File: config.mk
export PLATFORM = sky130hd
export DESIGN_NAME = mul12_emu
export DESIGN_NICKNAME = d
export VERILOG_FILES = /design/src/rtl/mul12_pkg.sv /design/src/rtl/mul12_alu_stage.sv /design/src/rtl/mul12_emu.sv
export SDC_FILE = /design/constraint.sdc
export NUM_CORES = 1
export LEC_CHECK = 0
export CAP_MARGIN = 20
export CORE_MARGIN = 1
export CORE_UTILIZATION = 50
export DETAILED_ROUTE_END_ITERATION = 10
export MAX_ROUTING_LAYER = met4
export PLACE_DENSITY = 0.88
export SYNTH_ARGS = -nofsm -noshare
export SYNTH_HDL_FRONTEND = slang
export SYNTH_SLANG_ARGS = --single-unit
File: constraint.sdc
create_clock -name clock -period 4.44 [get_ports clock]
set_input_delay 0.888 -clock clock [delete_from_list [all_inputs] [get_ports clock]]
set_output_delay 0.888 -clock clock [all_outputs]
set_load 0.005 [all_outputs]
File: src/rtl/mul12_pkg.sv
// Shared widths and pipeline latency for the 12*M constant multiplier.
// Latency depends on MUL12_INREG_EN (optional input register stage).
package mul12_pkg;

    localparam int unsigned M_W = 5;
    localparam int unsigned P_W = 11;

`ifdef MUL12_INREG_EN
    localparam int unsigned LATENCY = 4;
`else
    localparam int unsigned LATENCY = 3;
`endif

endpackage

File: src/rtl/mul12_alu_stage.sv
// Combinational shift-and-add unit: p4 = M<<2, p8 = M<<3, and an 11-bit adder.
// The adder takes separate operands so the top can feed it registered partials.
module mul12_alu_stage
    import mul12_pkg::*;
(
    input  logic [M_W-1:0] i_m,
    input  logic [P_W-1:0] i_a,
    input  logic [P_W-1:0] i_b,
    output logic [P_W-1:0] o_p4,
    output logic [P_W-1:0] o_p8,
    output logic [P_W-1:0] o_sum
);

    always_comb begin
        o_p4  = {{(P_W - M_W - 2){1'b0}}, i_m, 2'b00};
        o_p8  = {{(P_W - M_W - 3){1'b0}}, i_m, 3'b000};
        // Max 31*12 = 372 fits in 11 bits, so the carry-out is dropped.
        o_sum = i_a + i_b;
    end

endmodule

File: src/rtl/mul12_emu.sv
// Pipelined 12*M multiplier (S1 capture, S2 add, S3 output) with per-stage valid bits.
// Define MUL12_INREG_EN to insert an extra input register stage S0 ahead of S1.
module mul12_emu
    import mul12_pkg::*;
(
    input  logic           clock,
    input  logic           reset,
    input  logic [M_W-1:0] M_bits,
    output logic [P_W-1:0] final_product,
    output logic           product_valid
);

    logic [M_W-1:0] w_m;
    logic           w_m_valid;
    logic [P_W-1:0] w_p4;
    logic [P_W-1:0] w_p8;
    logic [P_W-1:0] w_sum;

    logic [P_W-1:0] r_p4;
    logic [P_W-1:0] r_p8;
    logic           r_s1_valid;
    logic [P_W-1:0] r_sum;
    logic           r_s2_valid;
    logic [P_W-1:0] r_prod;
    logic           r_s3_valid;

`ifdef MUL12_INREG_EN
    logic [M_W-1:0] r_s0_m;
    logic           r_s0_valid;

    always_ff @(posedge clock) begin
        if (reset) begin
            r_s0_m     <= '0;
            r_s0_valid <= 1'b0;
        end else begin
            r_s0_m     <= M_bits;
            r_s0_valid <= 1'b1;
        end
    end

    assign w_m       = r_s0_m;
    assign w_m_valid = r_s0_valid;
`else
    assign w_m       = M_bits;
    assign w_m_valid = 1'b1;
`endif

    mul12_alu_stage u_alu (
        .i_m   (w_m),
        .i_a   (r_p4),
        .i_b   (r_p8),
        .o_p4  (w_p4),
        .o_p8  (w_p8),
        .o_sum (w_sum)
    );

    always_ff @(posedge clock) begin
        if (reset) begin
            r_p4       <= '0;
            r_p8       <= '0;
            r_s1_valid <= 1'b0;
            r_sum      <= '0;
            r_s2_valid <= 1'b0;
            r_prod     <= '0;
            r_s3_valid <= 1'b0;
        end else begin
            r_p4       <= w_p4;
            r_p8       <= w_p8;
            r_s1_valid <= w_m_valid;
            r_sum      <= w_sum;
            r_s2_valid <= r_s1_valid;
            r_prod     <= r_sum;
            r_s3_valid <= r_s2_valid;
        end
    end

    assign final_product = r_prod;
    assign product_valid = r_s3_valid;

endmodule

Word-level counts from Yosys, hierarchy flattened
Cells that the tools add are included.
{"block": "op_classes", "add_sub_neg": 1, "n_mux": 1}
{"operator": "adder 11 bit", "n": 1}
{"operator": "2-to-1 mux 1 bit", "n": 1}
{"block": "totals", "register_bits": 42, "inputBits": 7, "output_inout_bits": 12, "elab_cells": 10}

Depth between registers and ports, before layout
{"block": "depth", "word_depth": 1, "mapped_depth": 5, "ltp_nobuf": 5}

Cells and area by module
A second synthesis with hierarchy kept.
{"block": "unflattened", "hier_cells": 184, "hier_area_um2": 2067.0}
{"mod": "mul12_emu", "instances": 1, "cells_each": 99, "area_each_um2": 1445.1, "seq_area_each_um2": 940.9}
{"mod": "mul12_alu_stage", "instances": 1, "cells_each": 85, "area_each_um2": 621.8, "seq_area_each_um2": 0.0}

Worst setup path before layout
Ideal clock, no wire load.
{"block": "synth_timing", "path_type": "register -> register", "startpoint": "register r_p8[4]", "endpoint": "register r_sum[7]", "setup_time_ns": 0.121, "arrival_time_ns": 1.545, "required_ns": 4.319, "slack_ns": 2.774, "path_stages_with_launch": 6, "path_buffers": 0, "period_less_slack_ns": 1.666, "cell_sequence": "dfxtp_1 -> ha_1 -> fa_1 -> a21o_1 -> a21oi_2 -> mux2_4"}
{"block": "synth_via", "elab_chain_cells": 1}
{"element": "from (decl)", "line_no": "mul12_emu.sv:20", "source": "logic [P_W-1:0] r_p8;"}
{"element": "from (signal assigned)", "line_no": "mul12_emu.sv:68", "source": "r_p8 <= w_p8;"}
{"element": "adder 11 bit", "line_no": "mul12_alu_stage.sv:18", "source": "o_sum = i_a + i_b;"}
{"element": "to (signal assigned)", "line_no": "mul12_emu.sv:70", "source": "r_sum <= w_sum;"}
{"element": "to (decl)", "line_no": "mul12_emu.sv:22", "source": "logic [P_W-1:0] r_sum;"}
No other way between the ends.
A chain may end at the register's enable or synchronous reset.

==> results.json <==
{
  "die_w_um": 42.3,
  "worstMarginPinSlew_ns": 0.645,
  "vdd_ir_drop_max_v": 0.000164,
  "drt-initial-drc-count": 2,
  "die_height_um": 42.3,
  "cts_hold_buf": 0,
  "dieArea_um2": 1790,
  "relSlewSlack": 0.569,
  "wl_mm": 1.04,
  "htree_levels": 1,
  "yosysWarnings": 0,
  "crit_arrival_ns": 2.28,
  "synth_cell_types": 18,
  "worstSkewPairLatency_ns": 0.31,
  "reg2reg_slack_ns": 2.71,
  "drv_cap": 0,
  "pin_count": 19,
  "cts.path.max_buffers": 2,
  "root_buffer": "clkbuf_4",
  "drive_above_1_share": 0.0824,
  "endpoint": "r_sum[7]$_SDFF_PP0_",
  "power_uw": 396,
  "final_util": 0.663,
  "drc": 0,
  "min_period_ns": 2.07,
  "hpwlAfterDp_um": 731,
  "seq_area_frac_synth": 0.542,
  "status": "complete, no violations",
  "ys_ff_latch": 22,
  "grt_pass1_vias": 476,
  "maxSlewViolCount": 0,
  "finClkSkew_ns": 0.00896,
  "grt_first_pass_wirelength_mm": 1.86,
  "fmax_mhz": 483,
  "cp-startpoint": "reset",
  "cts_tree": "yes",
  "power_leakage_nw": 0.489,
  "rsz0062_at_grt": "false",
  "syn_inst": 70,
  "start_util": 0.540,
  "powerDensity_nw_per_um2": 397,
  "finalHoldViolCount": 0,
  "period_share": 0.466,
  "portBuffers": 14,
  "tns_ns": 0,
  "reg2reg_to": "r_sum[7]$_SDFF_PP0_",
  "ant_nets": 0,
  "vias_per_cell": 4.67,
  "core_um2": 1510,
  "cts_setup_buffers": 0,
  "cp_max_fo": 23,
  "clkTransAtPathRegs_ns": 0.12,
  "grt_max_degree": 24,
  "cts_resized": 0,
  "cts_buffers": 3,
  "diodes": 0,
  "wl_per_cell_um": 10.3,
  "grt_overflow": 0,
  "critical_path_class": "in2reg",
  "via_count": 472,
  "row_count": 14,
  "clkSinkCount": 22,
  "whs_ns": 0.445,
  "antenna_found_initial": 0,
  "rr_worst_depth": 5,
  "gp_congestion": 0.747,
  "fin_nets": 100,
  "area_growth_pct": 22.8,
  "start_kind": "input pin",
  "track_usage": 0.148,
  "avgSynthCellArea_um2": 11.6,
  "critPathRequiredTime_ns": 4.65,
  "firstDrtPassIters": 2,
  "report.final.setup_viol": 0,
  "r2r-start": "r_p8[4]$_SDFF_PP0_",
  "hold_path.class": "reg2reg",
  "crit_path_end_kind": "flip-flop",
  "synth_area_um2": 813
}
==> metal layers <==
| metal | routed length [µm] | GRT usage | share of wire |
|---|---|---|---|
| met4 | 40 | 0.0938 | 0.039 |
| met3 | 46 | 0.0388 | 0.044 |
| met1 | 398 | 0.136 | 0.38 |
| met2 | 551 | 0.265 | 0.53 |
| met5 | 0 | - | 0 |
==> synth_stat cells (all sizes together) <==
| library cell | n | area share |
|---|---|---|
| ha | 6 | 0.092 |
| nor2b | 5 | 0.038 |
| mux2 | 2 | 0.032 |
| conb | 1 | 0.0046 |
| o2bb2ai | 1 | 0.011 |
| a21oi | 2 | 0.022 |
| inv | 3 | 0.014 |
| a21o | 2 | 0.018 |
| and2b | 13 | 0.12 |
| xnor2 | 1 | 0.011 |
| nand2 | 1 | 0.0046 |
| dfxtp | 22 | 0.54 |
| nor2 | 4 | 0.018 |
| clkbuf | 1 | 0.0046 |
| buf | 5 | 0.043 |
| fa | 1 | 0.025 |
==> layout make-up <==
type | count | area (µm²)
timing repair buffer | 14 | 140
sequential | 22 | 440
clock buffer | 3 | 22.5
tap | 16 | 20.0
fill | 114 | 508
inverter | 3 | 11.3
multi-input combinational | 42 | 334
clock inverter | 1 | 30.0
==> worst max-delay path, cell delays in order <==
cell and delay, ns:
clkdlybuf4s50_1 0.88, and2b_1 0.26, mux2_4 0.25
==> worst min path at each step <==
stage	startpoint	end	slack (ns)	cells after the start
finish	r_sum[3]$_SDFF_PP0_	final_product[3]$_SDFF_PP0_	0.44	1
detailed placement	r_sum[3]$_SDFF_PP0_	final_product[3]$_SDFF_PP0_	0.42	1
global route	r_sum[7]$_SDFF_PP0_	final_product[7]$_SDFF_PP0_	0.48	1
CTS	r_sum[3]$_SDFF_PP0_	final_product[3]$_SDFF_PP0_	0.45	1
floorplan	r_sum[2]$_SDFF_PP0_	final_product[2]$_SDFF_PP0_	0.41	1
global placement	r_s1_valid$_DFF_P_	r_s2_valid$_SDFF_PP0_	0.41	1
==> power breakdown <==
| group | switching, mW | internal, mW |
|---|---|---|
| registers | 0.00428 | 0.208 |
| logic | 0.0131 | 0.0212 |
| clock network | 0.0579 | 0.0913 |
==> cells by family after synthesis <==
group | synth area share
other | 0.00461
buffers and inverters | 0.0615
muxes | 0.0323
AOI/OAI and AO/OA | 0.0508
DFF | 0.542
adders and majority gates | 0.117
and+or+nand+nor | 0.182
xor gates and xnor gates | 0.0108
==> state kept, by name (all words and copies together) (netlist names) <==
register / flops
final_product: 7
r_sum: 7
product_valid: 1
r_p8: 5
r_s1_valid: 1
r_s2_valid: 1
==> cells in the final DEF (no fill, tap or decap) <==
cell             count
dfxtp_1             22
a21o_1               2
mux2_4               1
nor2_1               4
o2bb2ai_1            1
bufinv_16            1
nand2_1              1
conb_1               4
a21oi_2              2
nor2b_1              5
clkdlybuf4s50_1     14
inv_1                3
xnor2_1              1
mux2_1               1
ha_1                 6
fa_1                 1
clkbuf_4             3
and2b_1             13
==> per-stage QoR <==
step	instance area [µm²]	std cells	setup slack, ns
finish	998	101	2.37
global route	998	101	2.32
CTS	998	101	2.37
detailed placement	946	97	2.02
global placement	946	97	2.07
floorplan	825	73	2.77
Note: power is estimated with default switching activity, not from simulation.
